<file path="src/rtl/serial_add_ctrl.sv">
// serial_add_ctrl: bit-serial add/subtract controller sharing one 1-bit full
// adder across WIDTH-bit operands, LSB first, with a registered carry.
// Ports:
//   clk, rst        rising-edge clock, async active-high reset
//   start           request, sampled only while idle
//   a, b, cin, sub  operands / carry-in / subtract select, captured on accept
//   busy            high while adding and in the completion cycle
//   done            one-cycle pulse, results valid
//   sum, cout, ovf  registered result, carry out of MSB, signed overflow

module fa (
  input  logic a,
  input  logic b,
  input  logic ci,
  output logic s,
  output logic co
);
  assign s  = a ^ b ^ ci;
  assign co = (a & b) | (ci & (a ^ b));
endmodule

module serial_add_ctrl #(
  parameter int WIDTH = 8
) (
  input  logic             clk,
  input  logic             rst,
  input  logic             start,
  input  logic [WIDTH-1:0] a,
  input  logic [WIDTH-1:0] b,
  input  logic             cin,
  input  logic             sub,
  output logic             busy,
  output logic             done,
  output logic [WIDTH-1:0] sum,
  output logic             cout,
  output logic             ovf
);
  localparam int CW = (WIDTH > 2) ? $clog2(WIDTH) : 1;
  localparam logic [CW-1:0] LAST = CW'(WIDTH - 1);

  localparam logic [1:0] IDLE = 2'd0;
  localparam logic [1:0] ADD  = 2'd1;
  localparam logic [1:0] DONE = 2'd2;

  logic [1:0]       state;
  logic [WIDTH-1:0] opa_sr, opb_sr, res_sr;
  logic             sub_q, carry_q, cmsb_q;
  logic [CW-1:0]    cnt;
  logic             fa_sum, fa_carry;

  // Subtraction is A + ~B + 1: invert B one bit at a time as it shifts out.
  fa u_fa (
    .a  (opa_sr[0]),
    .b  (opb_sr[0] ^ sub_q),
    .ci (carry_q),
    .s  (fa_sum),
    .co (fa_carry)
  );

  assign busy = (state != IDLE);
  assign done = (state == DONE);

  always_ff @(posedge clk or posedge rst) begin
    if (rst) begin
      state   <= IDLE;
      opa_sr  <= '0;
      opb_sr  <= '0;
      res_sr  <= '0;
      sub_q   <= 1'b0;
      carry_q <= 1'b0;
      cmsb_q  <= 1'b0;
      cnt     <= '0;
      sum     <= '0;
      cout    <= 1'b0;
      ovf     <= 1'b0;
    end else begin
      case (state)
        IDLE: begin
          if (start) begin
            opa_sr  <= a;
            opb_sr  <= b;
            sub_q   <= sub;
            carry_q <= sub ? 1'b1 : cin;
            cnt     <= '0;
            state   <= ADD;
          end
        end
        ADD: begin
          res_sr  <= {fa_sum, res_sr[WIDTH-1:1]};
          carry_q <= fa_carry;
          opa_sr  <= opa_sr >> 1;
          opb_sr  <= opb_sr >> 1;
          cnt     <= cnt + 1'b1;
          if (cnt == LAST) begin
            // carry_q here is the carry into the MSB; with the MSB carry-out
            // it gives two's-complement overflow.
            cmsb_q <= carry_q;
            sum    <= {fa_sum, res_sr[WIDTH-1:1]};
            cout   <= fa_carry;
            ovf    <= carry_q ^ fa_carry;
            state  <= DONE;
          end
        end
        DONE:    state <= IDLE;
        default: state <= IDLE;
      endcase
    end
  end
endmodule

</file>
<file path="config.mk">
export PLATFORM = sky130hd
export DESIGN_NAME = serial_add_ctrl
export DESIGN_NICKNAME = d
export VERILOG_FILES = /design/src/rtl/serial_add_ctrl.sv
export SDC_FILE = /design/constraint.sdc
export NUM_CORES = 1
export LEC_CHECK = 0
export ABC_AREA = 1
export ABC_CLOCK_PERIOD_IN_PS = 2400
export BUFFER_PORTS_ARGS = -buffer_cell sky130_fd_sc_hd__buf_2
export CAP_MARGIN = 20
export CORE_ASPECT_RATIO = 0.7
export CORE_MARGIN = 2
export CORE_UTILIZATION = 50
export DETAILED_ROUTE_END_ITERATION = 7
export MAX_ROUTING_LAYER = met4
export PLACE_DENSITY_LB_ADDON = 0.08
export SETUP_SLACK_MARGIN = 0.3
export SLEW_MARGIN = 15
export SYNTH_ARGS = -nofsm -noshare
export SYNTH_HDL_FRONTEND = slang
export SYNTH_SLANG_ARGS = --single-unit
</file>
<file path="constraint.sdc">
create_clock -name clk -period 2.4 [get_ports clk]
set_input_delay 0.24 -clock clk [delete_from_list [all_inputs] [get_ports clk]]
set_output_delay 0.24 -clock clk [all_outputs]
set_load 0.02 [all_outputs]
</file>
* Yosys cells after proc, flatten, opt, wreduce, memory -nomap -nowiden
Index checks and enable logic that the tools add are counted.
** Storage, ports and cells
- Flip-flop bits (word level) :: 41
- Input port bits :: 21
- Output and inout bits :: 12
- Word-level logic and storage cells :: 42
** Cells by class
- $add $sub $neg :: 1
- Eq/ne operators :: 5
- Mux-type cells :: 12
- Bitwise operators :: 7
- Reductions and logical operators :: 7
** Operators with widths (count)
- $pmux 8 s2 :: 2
- $mux 8 :: 2
- $reduce_and 2->1 :: 4
- $pmux 3 s2 :: 1
- $mux 2 :: 2
- $ne 2x2->1 const B :: 2
- $pmux 2 s2 :: 1
- $reduce_bool 2->1 :: 2
- $xor 1x1->1 :: 4
- $add 3x1->3 const B :: 1
- $eq 3x3->1 const B :: 1
- $mux 3 :: 1
- $and 1x1->1 :: 2
- $eq 2x1->1 const B :: 1
- $eq 2x2->1 const B :: 1
- $logic_not 2->1 :: 1
- $mux 1 :: 2
- $pmux 1 s2 :: 1
- $or 1x1->1 :: 1

* Longest topological paths before layout
- Depth after elaboration :: 5
- Depth in mapped cells :: 7

* By module
From an unflattened synthesis, not the netlist that was laid out.
** Unflattened totals
- Cells, all modules :: 221
- Area total of the unflattened synthesis :: 1845.5 µm²
** By module, submodules not included
- serial_add_ctrl :: instances 1, cells an instance 220, area each 1825.5 µm², seq. area each 1001.0 µm²
- fa :: instances 1, cells an instance 1, area each 20.0 µm², seq. area each 0.0 µm²

* Worst setup path after synthesis
No wires, ideal clock.
- Path kind :: reg-to-reg
- Start point :: register sub_q
- End point :: register ovf
- Library setup time :: 0.118 ns
- Data arrival time :: 1.153 ns
- Slack :: 1.129 ns
- Cell stages (with the launch flop) :: 7
- Path buffers :: 0
- Period minus slack after synthesis :: 1.271 ns
- Cells stage by stage :: dfrtp_1 > xnor2_1 > fa_1 > inv_1 > nand2_1 > nand2_1 > o21ai_2
** On the way
- Word-level cells in the longest chain between the ends :: 5
** RTL lines
- from (decl) :: RTL line 47 : logic sub_q, carry_q, cmsb_q;
- from (signal assigned) :: RTL line 82 : sub_q <= sub;
- $xor 1x1->1 (*) :: RTL line 54 : .b (opb_sr[0] ^ sub_q),
- $xor 1x1->1 :: RTL line 19 : assign co = (a & b) | (ci & (a ^ b));
- $and 1x1->1 :: RTL line 19
- $or 1x1->1 (*) :: RTL line 19
- $xor 1x1->1 (*) :: RTL line 100 : ovf <= carry_q ^ fa_carry;
- to (signal assigned) :: RTL line 100
- to (decl) :: RTL line 36 : output logic ovf
Every way passes the cells marked *; elsewhere a longest branch is shown, timed or not.
A chain may end at the register's enable or synchronous reset.

* Worst setup path in the final report
- Start point :: register state[0]
- End point :: register opa_sr[2]
** On the way
- Word-level cells in the longest chain between the ends :: 3
** RTL lines
- from (decl) :: RTL line 45 : logic [1:0] state;
- from (signal assigned) :: RTL line 65 : state <= IDLE;
- from (signal assigned) :: RTL line 85 : state <= ADD;
- from (signal assigned) :: RTL line 101 : state <= DONE;
- $eq 2x1->1 or $logic_not 2->1 (tied branches) :: RTL line 77 : case (state)
- $reduce_bool 2->1 (no line) or $ne 2x2->1 (tied branches)
- $reduce_and 2->1 (no line)
- to (signal assigned) :: RTL line 91 : opa_sr <= opa_sr >> 1;
- to (decl) :: RTL line 46 : logic [WIDTH-1:0] opa_sr, opb_sr, res_sr;
Several ways; a longest one is shown, not always the timed one.

==> results.json <==
{
  "cts_htree_levels": 2,
  "critPathMostFrequentCell": "nand2_1",
  "setup_viol": 0,
  "startpoint_type": "flop",
  "grtUsageMet3_pct": 4.90,
  "slowest_stage": "o21ai_2",
  "rrSetupSlack_ps": 730,
  "drc": 0,
  "gp_congestion": 0.744,
  "tns_ps": 0,
  "root_buffer": "clkbuf_8",
  "vdd.ir_drop.worst_mv": 0.558,
  "status": "completed",
  "drive_gt1_share_pct": 22.7,
  "finalCriticalPeriod_ps": 1670,
  "use_met2_pct": 28.0,
  "multi_input_area_um2": 737,
  "grt_max_degree": 41,
  "synth_top_cell_area_share_pct": 52.9,
  "first_pass_iters": 4,
  "worstPathRequired_ps": 2580,
  "syn-cell-area_um2": 1890,
  "finalNetCount": 278,
  "num-fill-cells": 330,
  "seq_area_frac_synth_pct": 52.9,
  "leakage_nw": 1.18,
  "clock_skew_ps": 3.64,
  "synth_most_common_cell": "nand2_1",
  "fmax_ghz": 0.598,
  "ys_top_cells_by_area": "dfrtp_1 53%, nand2_1 21%, nand3_1 4.8%",
  "hold_viol_final": 0,
  "vias": 1461,
  "clk_path_buf_depth": 2,
  "max_stage_delay_ps": 680,
  "post-cts-setup-buffer-count": 0,
  "hpwlAfterDp_um": 2280,
  "relSlewSlack_pct": 44.0,
  "r2r-start": "state[0]$_DFFE_PP0P_",
  "path_cells": "o21ai_2 -> inv_2 -> nand2_1 -> nand2_1",
  "fin_crit_sh_pct": 69.6,
  "hold_class": "primary input to async pin",
  "cts_resized": 0,
  "rsz0062_at_grt": "no",
  "ys_top_cells_by_count": "108 x nand2_1, 40 x dfrtp_1, 18 x nand3_1",
  "crit_path_end": "opa_sr[2]$_DFFE_PP0P_",
  "area_growth_syn_to_layout_pct": 12.8,
  "syn_nets": 247,
  "synth-edff-count": 0,
  "row_count": 18,
  "netlist_instances": 223,
  "p_per_area_nw_per_um2": 1290,
  "grtUsageMet1_pct": 26.5,
  "diodes": 0,
  "clock_latency_ps": 290,
  "routed_wl_um": 3500,
  "yosysTopAreaCell": "dfrtp_1",
  "critPathArrivalTime_ps": 1850,
  "io-pin-count": 33,
  "holdBufCountCts": 0,
  "synth_warnings": 0,
  "busiest_layer": "met2",
  "port-buffer-count": 32,
  "maxCapViolations": 0,
  "crit_start": "state[0]$_DFFE_PP0P_",
  "initial_utilization_pct": 52.8,
  "seq_area_um2": 1000,
  "gr-usage-all-layers_pct": 19.2,
  "yosysUniqueCellTypes": 20,
  "dieArea_um2": 4300,
  "cts_num_sinks": 40,
  "worst_slew_pin_slew_ps": 840,
  "critPathMaxFanout": 21,
  "endpoint_kind": "flop",
  "report.final.slew_viol_count": 0,
  "overflow": 0,
  "grt_pass1_wl_um": 6260,
  "grt_antenna_before_repair": 0,
  "ys_async_sr_fraction_pct": 100,
  "grt_pass1_vias": 1380,
  "timing.rr.end": "opa_sr[2]$_DFFE_PP0P_",
  "reg2regPathDepth": 4,
  "syn_avg_cell_area_um2": 8.48,
  "dieHeight_um": 55.4,
  "synth-seq-cells": 40,
  "antenna_left": 0,
  "numCtsBuffers": 5,
  "cts_tree": "yes",
  "holdWs_ps": 69.7,
  "synthFlopType": "dfrtp_1",
  "path_class": "flop to flop",
  "drt_iter0_markers": 117,
  "drt-vias-per-instance": 4.79,
  "clk_transition_reported_paths_ps": 80,
  "chipWidth_um": 77.5,
  "core_area_um2": 3580,
  "post_drt_wl_per_cell_um": 11.5
}
[worst min path at each step]
stage          startpoint                     to  slack [ps]
5_1_grt               rst  opb_sr[1]$_DFFE_PP0P_         120
2_1_floorplan       start  opa_sr[7]$_DFFE_PP0P_         380
4_1_cts               rst     sum[5]$_DFFE_PP0P_          80
6_report              rst        ovf$_DFFE_PP0P_          70
3_5_place_dp          rst        ovf$_DFFE_PP0P_         390
3_3_place_gp          rst        ovf$_DFFE_PP0P_         390
[cell type report]
type                       instances  area share (%)
multi-input combinational        156            34.6
sequential                        40            46.9
clock buffer                       8            4.23
inverter                          17            3.11
tap                               50            2.93
timing repair buffer              34            8.22
[layout by cell type, fill, tap and decap left out]
master,instances
nand3_1,18
o21ai_0,9
o21ai_2,10
nor2_1,1
nor2_4,1
dfrtp_1,40
fa_1,1
inv_2,2
inv_1,14
xnor2_1,1
buf_4,2
buf_2,32
clkbuf_1,2
ha_1,2
o21ai_1,1
nor2_2,2
inv_4,1
nand2_4,2
clkbuf_8,6
nand2_1,108
[state kept, by name, summed over array words and instances, names as in the netlist, 2 cells and up]
| register | count |
|---|---|
| cnt | 3 |
| sum | 8 |
| res_sr | 7 |
| opa_sr | 8 |
| state | 2 |
| opb_sr | 8 |
[stage by stage]
step	instances	cell area [um^2]	worst slack [ps]	util (%)	power, W
global route	305	2130	529	59.5	0.00304
detailed placement	297	2040	739	57.0	0.00233
global placement	297	2040	795	57.0	0.00229
floorplan	223	1890	1130	-	0.00211
finish	305	2130	729	59.5	0.00276
CTS	305	2130	701	59.5	0.00279
[kinds of logic (layout without fill, tap and decap cells)]
group | count (synthesis) | count (layout) | share of synthesized area (%)
AND/OR/NAND/NOR | 132 | 132 | 28.9
flip-flops | 40 | 40 | 52.9
AO/OA/AOI/OAI | 20 | 20 | 7.28
adder cells (fa/ha/maj) | 3 | 3 | 2.38
buffers and inverters | 27 | 59 | 8.07
XOR/XNOR | 1 | 1 | 0.463
[per-layer routing]
metal	vias to the layer above	wire length, um
met5	-	0
met4	0	37
met3	5	137
met2	30	1600
met1	673	1730
li1	753	-
[where the power goes]
part	total [W]	switching, W	internal (W)
registers	0.00112	0.000150	0.000966
clock network	0.000457	0.000222	0.000235
logic	0.00118	0.000775	0.000409
total	0.00276	0.00115	0.00161
[critical path: cells and delay by family, from the launching register on]
kind / cells / cell delay (ps)
AND/OR/NAND/NOR: 2 / 200
AO/OA/AOI/OAI: 1 / 680
flip-flops: 1 / 400
buffers and inverters: 1 / 290
Power figures use the tool's default switching activity.
